## src/rtl/mdu_pkg.sv

```systemverilog
// Shared types and helpers for the iterative RV64M multiply/divide unit.
//   XlenDefault  : default operand/result width
//   mdu_op_e     : RV64M funct3 encodings
//   mdu_state_e  : sequencer states
//   is_div / is_signed_a / is_signed_b : op decode helpers
package mdu_pkg;

    localparam int unsigned XlenDefault = 64;

    typedef enum logic [2:0] {
        OpMul    = 3'b000,
        OpMulh   = 3'b001,
        OpMulhsu = 3'b010,
        OpMulhu  = 3'b011,
        OpDiv    = 3'b100,
        OpDivu   = 3'b101,
        OpRem    = 3'b110,
        OpRemu   = 3'b111
    } mdu_op_e;

    typedef enum logic [1:0] {
        StIdle,
        StCalc,
        StFixup,
        StResp
    } mdu_state_e;

    function automatic logic is_div(mdu_op_e op);
        return op[2];
    endfunction

    // MUL keeps rs1 unsigned: its low half is identical either way.
    function automatic logic is_signed_a(mdu_op_e op);
        return (op == OpMulh) || (op == OpMulhsu) || (op == OpDiv) || (op == OpRem);
    endfunction

    function automatic logic is_signed_b(mdu_op_e op);
        return (op == OpMulh) || (op == OpDiv) || (op == OpRem);
    endfunction

endpackage

```

## src/rtl/mdu_iterative.sv

```systemverilog
// Iterative RV64M multiply/divide unit serving the EX stage.
// Radix-2 shift-add multiply and restoring divide, one bit per clock, on operand
// magnitudes; signs are applied in a single FIXUP cycle before the response.
// Ports:
//   clk, rst_n                       clock, synchronous active-low reset
//   ex_req_valid_in/ex_req_ready_out request handshake (ready only in IDLE)
//   ex_req_op_in                     funct3 of the M-extension op
//   ex_operand1_in/ex_operand2_in    rs1 / rs2
//   ex_flush_in                      abandon any in-flight op
//   ex_resp_valid_out/ex_resp_ready_in response handshake
//   ex_mdu_result_out                registered result
//   ex_mdu_busy_out                  high whenever not IDLE
module mdu_iterative
    import mdu_pkg::*;
#(
    parameter int unsigned XLEN = XlenDefault
) (
    input  logic            clk,
    input  logic            rst_n,
    input  logic            ex_req_valid_in,
    output logic            ex_req_ready_out,
    input  logic [2:0]      ex_req_op_in,
    input  logic [XLEN-1:0] ex_operand1_in,
    input  logic [XLEN-1:0] ex_operand2_in,
    input  logic            ex_flush_in,
    output logic            ex_resp_valid_out,
    input  logic            ex_resp_ready_in,
    output logic [XLEN-1:0] ex_mdu_result_out,
    output logic            ex_mdu_busy_out
);

    localparam int unsigned CntW = $clog2(XLEN);

    mdu_state_e          state_q, state_d;
    mdu_op_e             op_q, op_d;
    logic                neg_a_q, neg_a_d;
    logic                neg_b_q, neg_b_d;
    logic                special_q, special_d;
    // Multiplicand for multiply, divisor magnitude for divide.
    logic [XLEN-1:0]     operand_q, operand_d;
    // Multiply: {partial product, multiplier}. Divide: {remainder, quotient}.
    // Special cases park their final value in the low half.
    logic [2*XLEN-1:0]   acc_q, acc_d;
    logic [CntW-1:0]     cnt_q, cnt_d;
    logic [XLEN-1:0]     result_q, result_d;

    mdu_op_e             req_op;
    logic                sign_a, sign_b;
    logic [XLEN-1:0]     abs_a, abs_b;
    logic                div_zero, div_ovf;
    logic [XLEN:0]       addend, sum;
    logic [XLEN:0]       rem_sh, rem_new;
    logic                rem_ge;
    logic [2*XLEN-1:0]   prod;
    logic [XLEN-1:0]     quot, rem;

    assign req_op = mdu_op_e'(ex_req_op_in);

    always_comb begin
        state_d   = state_q;
        op_d      = op_q;
        neg_a_d   = neg_a_q;
        neg_b_d   = neg_b_q;
        special_d = special_q;
        operand_d = operand_q;
        acc_d     = acc_q;
        cnt_d     = cnt_q;
        result_d  = result_q;

        sign_a   = is_signed_a(req_op) && ex_operand1_in[XLEN-1];
        sign_b   = is_signed_b(req_op) && ex_operand2_in[XLEN-1];
        abs_a    = sign_a ? -ex_operand1_in : ex_operand1_in;
        abs_b    = sign_b ? -ex_operand2_in : ex_operand2_in;
        div_zero = is_div(req_op) && (ex_operand2_in == '0);
        div_ovf  = ((req_op == OpDiv) || (req_op == OpRem))
                   && (ex_operand1_in == {1'b1, {(XLEN-1){1'b0}}})
                   && (ex_operand2_in == '1);

        addend  = acc_q[0] ? {1'b0, operand_q} : '0;
        sum     = {1'b0, acc_q[2*XLEN-1:XLEN]} + addend;
        rem_sh  = acc_q[2*XLEN-1:XLEN-1];
        rem_ge  = rem_sh >= {1'b0, operand_q};
        rem_new = rem_ge ? (rem_sh - {1'b0, operand_q}) : rem_sh;

        prod = (neg_a_q ^ neg_b_q) ? -acc_q : acc_q;
        quot = (neg_a_q ^ neg_b_q) ? -acc_q[XLEN-1:0] : acc_q[XLEN-1:0];
        rem  = neg_a_q ? -acc_q[2*XLEN-1:XLEN] : acc_q[2*XLEN-1:XLEN];

        unique case (state_q)
            StIdle: begin
                if (ex_req_valid_in) begin
                    op_d      = req_op;
                    neg_a_d   = sign_a;
                    neg_b_d   = sign_b;
                    cnt_d     = CntW'(XLEN - 1);
                    special_d = div_zero || div_ovf;
                    if (is_div(req_op)) begin
                        operand_d = abs_b;
                        acc_d     = {{XLEN{1'b0}}, abs_a};
                    end else begin
                        operand_d = abs_a;
                        acc_d     = {{XLEN{1'b0}}, abs_b};
                    end
                    if (div_zero) begin
                        acc_d[XLEN-1:0] = req_op[1] ? ex_operand1_in : '1;
                    end else if (div_ovf) begin
                        acc_d[XLEN-1:0] = req_op[1] ? '0 : ex_operand1_in;
                    end
                    state_d = (div_zero || div_ovf) ? StFixup : StCalc;
                end
            end
            StCalc: begin
                if (is_div(op_q)) begin
                    acc_d = {rem_new[XLEN-1:0], acc_q[XLEN-2:0], rem_ge};
                end else begin
                    acc_d = {sum, acc_q[XLEN-1:1]};
                end
                cnt_d = cnt_q - CntW'(1);
                if (cnt_q == '0) begin
                    state_d = StFixup;
                end
            end
            StFixup: begin
                if (special_q) begin
                    result_d = acc_q[XLEN-1:0];
                end else if (is_div(op_q)) begin
                    result_d = op_q[1] ? rem : quot;
                end else begin
                    result_d = (op_q == OpMul) ? prod[XLEN-1:0] : prod[2*XLEN-1:XLEN];
                end
                state_d = StResp;
            end
            StResp: begin
                if (ex_resp_ready_in) begin
                    state_d = StIdle;
                end
            end
            default: state_d = StIdle;
        endcase

        // Flush beats any accept, commit or response handshake this cycle.
        if (ex_flush_in) begin
            state_d  = StIdle;
            result_d = result_q;
        end
    end

    always_ff @(posedge clk) begin
        if (!rst_n) begin
            state_q   <= StIdle;
            op_q      <= OpMul;
            neg_a_q   <= 1'b0;
            neg_b_q   <= 1'b0;
            special_q <= 1'b0;
            operand_q <= '0;
            acc_q     <= '0;
            cnt_q     <= '0;
            result_q  <= '0;
        end else begin
            state_q   <= state_d;
            op_q      <= op_d;
            neg_a_q   <= neg_a_d;
            neg_b_q   <= neg_b_d;
            special_q <= special_d;
            operand_q <= operand_d;
            acc_q     <= acc_d;
            cnt_q     <= cnt_d;
            result_q  <= result_d;
        end
    end

    assign ex_req_ready_out  = (state_q == StIdle);
    assign ex_resp_valid_out = (state_q == StResp);
    assign ex_mdu_busy_out   = (state_q != StIdle);
    assign ex_mdu_result_out = result_q;

endmodule

```

## config.mk

```make
export PLATFORM = sky130hd
export DESIGN_NAME = mdu_iterative
export DESIGN_NICKNAME = d
export VERILOG_FILES = /design/src/rtl/mdu_pkg.sv /design/src/rtl/mdu_iterative.sv
export SDC_FILE = /design/constraint.sdc
export NUM_CORES = 2
export LEC_CHECK = 0
export BUFFER_PORTS_ARGS = -buffer_cell sky130_fd_sc_hd__buf_2
export CAP_MARGIN = 20
export CORE_MARGIN = 4
export CORE_UTILIZATION = 45
export DETAILED_ROUTE_END_ITERATION = 10
export MAX_ROUTING_LAYER = met4
export PLACE_DENSITY = 0.68
export SETUP_SLACK_MARGIN = 0.2
export SYNTH_ARGS = -nofsm -noshare
export SYNTH_HDL_FRONTEND = slang
export SYNTH_SLANG_ARGS = --single-unit
```

## constraint.sdc

```tcl
create_clock -name clk -period 8.25 [get_ports clk]
set_input_delay 1.65 -clock clk [delete_from_list [all_inputs] [get_ports clk]]
set_output_delay 1.65 -clock clk [all_outputs]
set_load 0.01 [all_outputs]
```

# Yosys cells after proc, flatten, opt, wreduce, memory -nomap -nowiden
# Index checks and enable logic that the tools add are counted.
# classes
addsub,8
mul,0
div_mod_pow,0
magnitude_cmp,1
eq_ne,12
shift,0
n_mux,27
n_bitwise,3
reduce_logical,23
# op_table
cell,n
64-bit 2-to-1 mux,16
128-bit 2-to-1 mux,3
64-bit negation,4
128-bit one-hot mux with 2 select lines,1
64-bit equality test (second input constant),2
128-bit negation,1
64-bit by 64-bit adder with 65-bit output,1
65-bit by 64-bit >= comparator with 1-bit output,1
64-bit logical NOT,1
64-bit subtractor,1
6-bit one-hot mux with 2 select lines,1
2-bit 2-to-1 mux,4
2-bit one-hot mux with 4 select lines,1
1-bit logical OR,7
3-bit equality test (second input constant),2
6-bit logical NOT,1
6-bit 2-to-1 mux,1
2-bit AND reduction,3
6-bit by 1-bit subtractor with 6-bit output (second input constant),1
1-bit logical AND,5
2-bit equality test (second input constant),2
2-bit inequality test (second input constant),2
2-bit nonzero test,2
3-bit by 1-bit equality test with 1-bit output (second input constant),1
9 further kinds,10
# totals
reg_bits,270
latchBits,0
ramBits,0
rom_bits,0
wordCells,83
memories,0

# Depth between registers and ports, before layout
# depth
depth_word,11
mapped_depth,17
mapped_depth_nobuf,15

# Worst setup path after synthesis
# Ideal clock, no wire load.
# synth_timing
path_type,input-to-reg
startpoint,input ex_operand1_in[23]
endpoint,register acc_q[1]
setup_time_ps,132
t_arrival_ps,4738
t_required_ps,8118
path_slack_ps,3380
stages,15
n_path_buf,4
path_cell_list,or3_4 -> or4_1 -> buf_2 -> or4b_4 -> or2_1 -> buf_6 -> or3_4 -> nor3_4 -> buf_6 -> nor2_4 -> buf_6 -> a22oi_2 -> o21ai_1 -> o211ai_1 -> a21oi_1
# synth_via
elab_chain_len,7
# synth_lines
item,line,rtl
from (decl),mdu_iterative.sv:23,"input logic [XLEN-1:0] ex_operand1_in,"
64-bit equality test,mdu_iterative.sv:76,"&& (ex_operand1_in == {1'b1, {(XLEN-1){1'b0}}})"
1-bit logical AND,mdu_iterative.sv:76,
1-bit logical AND,mdu_iterative.sv:77,&& (ex_operand2_in == '1);
64-bit 2-to-1 mux,mdu_iterative.sv:106,end else if (div_ovf) begin
64-bit 2-to-1 mux,mdu_iterative.sv:104,if (div_zero) begin
128-bit 2-to-1 mux,mdu_iterative.sv:91,if (ex_req_valid_in) begin
128-bit one-hot mux with 2 select lines,mdu_iterative.sv:89,unique case (state_q)
to (signal assigned),mdu_iterative.sv:156,acc_q <= '0;
to (signal assigned),mdu_iterative.sv:166,acc_q <= acc_d;
to (decl),mdu_iterative.sv:43,"logic [2*XLEN-1:0] acc_q, acc_d;"
# No other way between the ends. The select of a mux whose other input is x is not followed.
# A chain may end at the register's enable or synchronous reset.

# Final worst setup path
# layout_timing
startpoint,input ex_operand1_in[14]
endpoint,register acc_q[45]
# layout_via
elab_chain_len,7
word_cells_on_any_way,10
# layout_lines
item,line
64-bit negation or 64-bit equality test (tied branches),"mdu_iterative.sv:72, mdu_iterative.sv:76"
64-bit 2-to-1 mux or 1-bit logical AND (tied branches),"mdu_iterative.sv:72, mdu_iterative.sv:76"
64-bit 2-to-1 mux or 1-bit logical AND (tied branches),"mdu_iterative.sv:97, mdu_iterative.sv:77"
64-bit 2-to-1 mux *,mdu_iterative.sv:106
64-bit 2-to-1 mux *,mdu_iterative.sv:104
128-bit 2-to-1 mux *,mdu_iterative.sv:91
128-bit one-hot mux with 2 select lines *,mdu_iterative.sv:89
# Mark *: on every way between the ends. The rest lies on a longest branch, timed or not. The select of a mux whose other input is x is not followed.

==> impl_results.html <==
<table>
<tr><th>Metric</th><th>Value</th></tr>
<tr><th colspan="2">Run status</th></tr>
<tr><td>Outcome</td><td>finished clean</td></tr>
<tr><th colspan="2">Synth</th></tr>
<tr><td>Average footprint of a synthesized cell</td><td>6.81 um2</td></tr>
<tr><td>Area share of the largest cell type after synthesis</td><td>0.176</td></tr>
<tr><td>Number of enable flip-flop cells after synthesis</td><td>0</td></tr>
<tr><td>Yosys warnings</td><td>0</td></tr>
<tr><td>Post-Syn Nets</td><td>4,789</td></tr>
<tr><td>#FFs+latches synth</td><td>270</td></tr>
<tr><td>Largest cells by area after synthesis</td><td>dfxtp_1 18%, a21oi_1 7.2%, o21ai_0 7.2%</td></tr>
<tr><td>Dominant synthesized flop cell</td><td>dfxtp_1</td></tr>
<tr><td>Sequential element share of the synthesized area</td><td>0.176</td></tr>
<tr><td>Cell count after synthesis</td><td>4,512</td></tr>
<tr><td>Post-synth design cell area</td><td>30,700 um2</td></tr>
<tr><td>Async SR Flop Fraction</td><td>0</td></tr>
<tr><td>Post-synth top area cell</td><td>dfxtp_1</td></tr>
<tr><td>Count of unique library cells instantiated by Yosys</td><td>88</td></tr>
<tr><th colspan="2">Worst setup path</th></tr>
<tr><td>Type of destination of the critical path</td><td>register</td></tr>
<tr><td>Category of the critical setup timing path</td><td>in -&gt; reg</td></tr>
<tr><td>Data required time at the worst endpoint</td><td>8.70 ns</td></tr>
<tr><td>Worst Path Buf+Inv</td><td>1</td></tr>
<tr><td>Kind of start point of the critical path</td><td>primary input</td></tr>
<tr><td>Worst path top cell family by delay</td><td>simple AND/OR/NAND/NOR gates</td></tr>
<tr><td>Critical path fanouts, max</td><td>17</td></tr>
<tr><td>Critical path, cell by cell</td><td>buf_2 &gt; or4_1 &gt; nor4_1 &gt; nand4_1 &gt; or2_1 &gt; or3_4 &gt; nor3_4 &gt; nor2_4 &gt; nand2_2 &gt; a211oi_1 &gt; nor4_1 &gt; nor2_1</td></tr>
<tr><td>CP Data Arrival Time</td><td>6.33 ns</td></tr>
<tr><td>Most Frequent Cell on Critical Path</td><td>nor4_1</td></tr>
<tr><td>Highest cell delay on the worst timing path</td><td>0.66 ns</td></tr>
<tr><td>Critical-path cell with the highest stage delay</td><td>nor3_4</td></tr>
<tr><th colspan="2">Detailed routing</th></tr>
<tr><td>First-pass iteration count of the detailed router</td><td>8</td></tr>
<tr><td>Post-Route WL</td><td>166,000 um</td></tr>
<tr><td>Via-per-instance ratio</td><td>6.77</td></tr>
<tr><td>First-iteration detailed-routing DRC count</td><td>4,837</td></tr>
<tr><td>Final routed DRC violation total</td><td>0</td></tr>
<tr><td>Total number of vias</td><td>36,308</td></tr>
<tr><td>Routed length per placed instance</td><td>30.9 um</td></tr>
<tr><td>Antenna viol nets, final</td><td>0</td></tr>
<tr><th colspan="2">Timing</th></tr>
<tr><td>Worst clock skew on the final layout</td><td>0.0446 ns</td></tr>
<tr><td>Setup violations, final</td><td>0</td></tr>
<tr><td>Final number of hold-violating endpoints</td><td>0</td></tr>
<tr><td>Maximum operating frequency</td><td>170 MHz</td></tr>
<tr><td>Unrepaired setup endpoints after global routing</td><td>false</td></tr>
<tr><td>Total Neg Setup Slack</td><td>0 ns</td></tr>
<tr><td>Worst slew margin relative to its limit</td><td>0.200</td></tr>
<tr><td>Share of the clock period used by the worst path</td><td>0.713</td></tr>
<tr><td>Count of final max-slew check failures</td><td>0</td></tr>
<tr><td>Slew at the pin closest to its max-slew limit</td><td>1.19 ns</td></tr>
<tr><td>Post-layout minimum cycle time</td><td>5.88 ns</td></tr>
<tr><th colspan="2">Final layout</th></tr>
<tr><td>Filler cells</td><td>7,046</td></tr>
<tr><td>Seq. cell area</td><td>5410 um2</td></tr>
<tr><td>Area of the multi-input gates</td><td>23,500 um2</td></tr>
<tr><td>Most common cell after layout, fill and taps aside</td><td>nand2_1</td></tr>
<tr><td>Utilization after layout</td><td>0.495</td></tr>
<tr><td>Nets</td><td>4,737</td></tr>
<tr><td>Area growth from synthesis to layout</td><td>8.60%</td></tr>
<tr><td>Most frequent cells in the layout</td><td>485 x nand2_1, 442 x a21oi_1, 442 x o21ai_0, 416 x nor2_1, 266 x dfxtp_1</td></tr>
<tr><td>Fin area</td><td>33,400 um2</td></tr>
<tr><td>Fraction of final layout cells sized beyond drive strength 1</td><td>0.0961</td></tr>
<tr><th colspan="2">CTS</th></tr>
<tr><td>Count of instances resized after the clock tree is built</td><td>0</td></tr>
<tr><td>Clock buffer count from CTS</td><td>37</td></tr>
<tr><td># hold bufs at CTS</td><td>0</td></tr>
<tr><td>Maximum root-to-sink buffer count</td><td>3</td></tr>
<tr><td>TritonCTS clock tree</td><td>built</td></tr>
<tr><td>Number of clock sinks</td><td>270</td></tr>
<tr><td>Post-CTS setup-driven buffer insertion count</td><td>0</td></tr>
<tr><td>Root buffer selected by CTS</td><td>clkbuf_16</td></tr>
<tr><td>CTS clock-pin slew for the worst setup and hold paths</td><td>0.06 ns</td></tr>
<tr><td>H-tree level count</td><td>2</td></tr>
<tr><td>Source-to-sink clock delay at the later pin of the worst-skew pair</td><td>0.60 ns</td></tr>
<tr><th colspan="2">Global route</th></tr>
<tr><td>Global-route track usage on met1</td><td>0.552</td></tr>
<tr><td>Layer with the highest usage after global routing</td><td>met2</td></tr>
<tr><td>Global-route wire length before repair</td><td>236,000 um</td></tr>
<tr><td>Met3 track demand over resource</td><td>0.107</td></tr>
<tr><td>Largest net degree at the start of global routing</td><td>87</td></tr>
<tr><td>Met2 global-route usage</td><td>0.639</td></tr>
<tr><td>Residual overflow from global routing</td><td>0</td></tr>
<tr><td>Tot GR Track Use</td><td>0.445</td></tr>
<tr><td>Initial antenna violation count</td><td>8</td></tr>
<tr><td>Vias in the first global route</td><td>33,308</td></tr>
<tr><th colspan="2">Pwr</th></tr>
<tr><td>Power per cell area</td><td>149 nW/um2</td></tr>
<tr><td>Maximum vdd ir drop</td><td>0.000125 V</td></tr>
<tr><td>Leakage power</td><td>13.5 nW</td></tr>
<tr><th colspan="2">Floorplanning</th></tr>
<tr><td>Total Die Area</td><td>72,600 um2</td></tr>
<tr><td>Die boundary height</td><td>269 um</td></tr>
<tr><td>Effective utilization at floorplan</td><td>0.456</td></tr>
<tr><td>Total I/O pin count</td><td>203</td></tr>
<tr><td>Placement row count</td><td>95</td></tr>
<tr><td>Die outline width</td><td>269 um</td></tr>
<tr><td>Floorplan core area</td><td>67,400 um2</td></tr>
<tr><th colspan="2">Job</th></tr>
<tr><td>Max-capacitance violation count</td><td>0</td></tr>
<tr><th colspan="2">Place</th></tr>
<tr><td>Detailed-placement wirelength estimate</td><td>130,000 um</td></tr>
<tr><td>Cell area after placement</td><td>32,100 um2</td></tr>
<tr><td>Last weighted congestion value of the routability-driven placer</td><td>1.07</td></tr>
<tr><td>Buffers added on ports</td><td>202</td></tr>
<tr><th colspan="2">Worst hold path</th></tr>
<tr><td>Path class of the lowest-slack min-delay path</td><td>reg -&gt; reg</td></tr>
</table>
## metal layers
| metal | wire length (um) | part of all wire |
|---|---|---|
| met5 | 0 | 0 |
| met4 | 14500 | 0.087 |
| met3 | 17700 | 0.11 |
| met2 | 68100 | 0.41 |
| met1 | 65600 | 0.40 |
## worst min-delay path: stages (launching register included)
cell and delay, ns:
dfxtp_1 0.31, nand2_1 0.05, o21ai_1 0.05
## state kept, by name, summed over array words and instances, names as in the netlist
signal             count
op_q                   3
operand_q             64
neg_b_q                1
special_q              1
ex_mdu_result_out     64
state_q                2
acc_q                128
cnt_q                  6
neg_a_q                1
## area by class of cell
type                    count  area share
multi-input cells        3731       0.703
flip-flops and latches    270       0.162
repair buffers            286      0.0496
clock buffers              53      0.0335
well taps                 873      0.0327
inverters                 134      0.0151
clock inverters            11     0.00371
diodes                      7    0.000525
## path summary, 6_finish.rpt
| path | start | to | slack (ns) | depth (start not counted) |
|---|---|---|---|---|
| worst max-delay path | ex_operand1_in[14] | acc_q[45]$_SDFFE_PN0P_ | 2.37 | 12 |
| worst max register to register | acc_q[0]$_SDFFE_PN0P_ | acc_q[121]$_SDFFE_PN0P_ | 2.45 | 15 |
| worst min-delay path | ex_mdu_result_out[61]$_SDFFE_PN0P_ | ex_mdu_result_out[61]$_SDFFE_PN0P_ | 0.45 | 2 |
| worst min register to register | ex_mdu_result_out[61]$_SDFFE_PN0P_ | ex_mdu_result_out[61]$_SDFFE_PN0P_ | 0.45 | 2 |
## cell usage after synthesis (69+ instances only)
library cell    n
mux2i_1        86
ha_1          139
clkbuf_1      329
nor2_1        420
dfxtp_1       270
a21o_1         82
a21oi_1       444
xnor2_1       201
nand3_1        96
xor2_1        207
nor3_1         98
nand2_1       486
nand4_1        69
inv_1         131
o21ai_0       444
o211ai_1       70
## stage by stage
step                      power (mW)  cells  worst slack (ns)  hold slack, ns
after floorplan                 2.54   4512              3.38           0.432
after global placement          3.22   5294              1.92           0.434
after detailed placement        3.22   5294              1.88           0.443
after CTS                       4.90   5358              2.46           0.455
after global routing            5.13   5364              2.33           0.477
final                           4.99   5365              2.37           0.452
## cell families (layout without fill, tap and decap cells)
kind of cell | after synthesis | after routing | share of synthesized area
AO/OA/AOI/OAI | 1540 | 1540 | 0.312
XOR/XNOR | 408 | 408 | 0.116
adder cells (fa/ha/maj) | 141 | 141 | 0.0579
buffers and inverters | 511 | 484 | 0.0641
flip-flops | 270 | 270 | 0.176
multiplexers | 103 | 103 | 0.0342
other | 0 | 7 | 0
AND/OR/NAND/NOR | 1539 | 1539 | 0.240
## report_power, final
part           internal [mW]  switching, mW  total (mW)
Clock                   1.01          0.703        1.71
Combinational          0.539           1.19        1.73
Sequential              1.38          0.167        1.54
(Power assumes the default switching activity.)
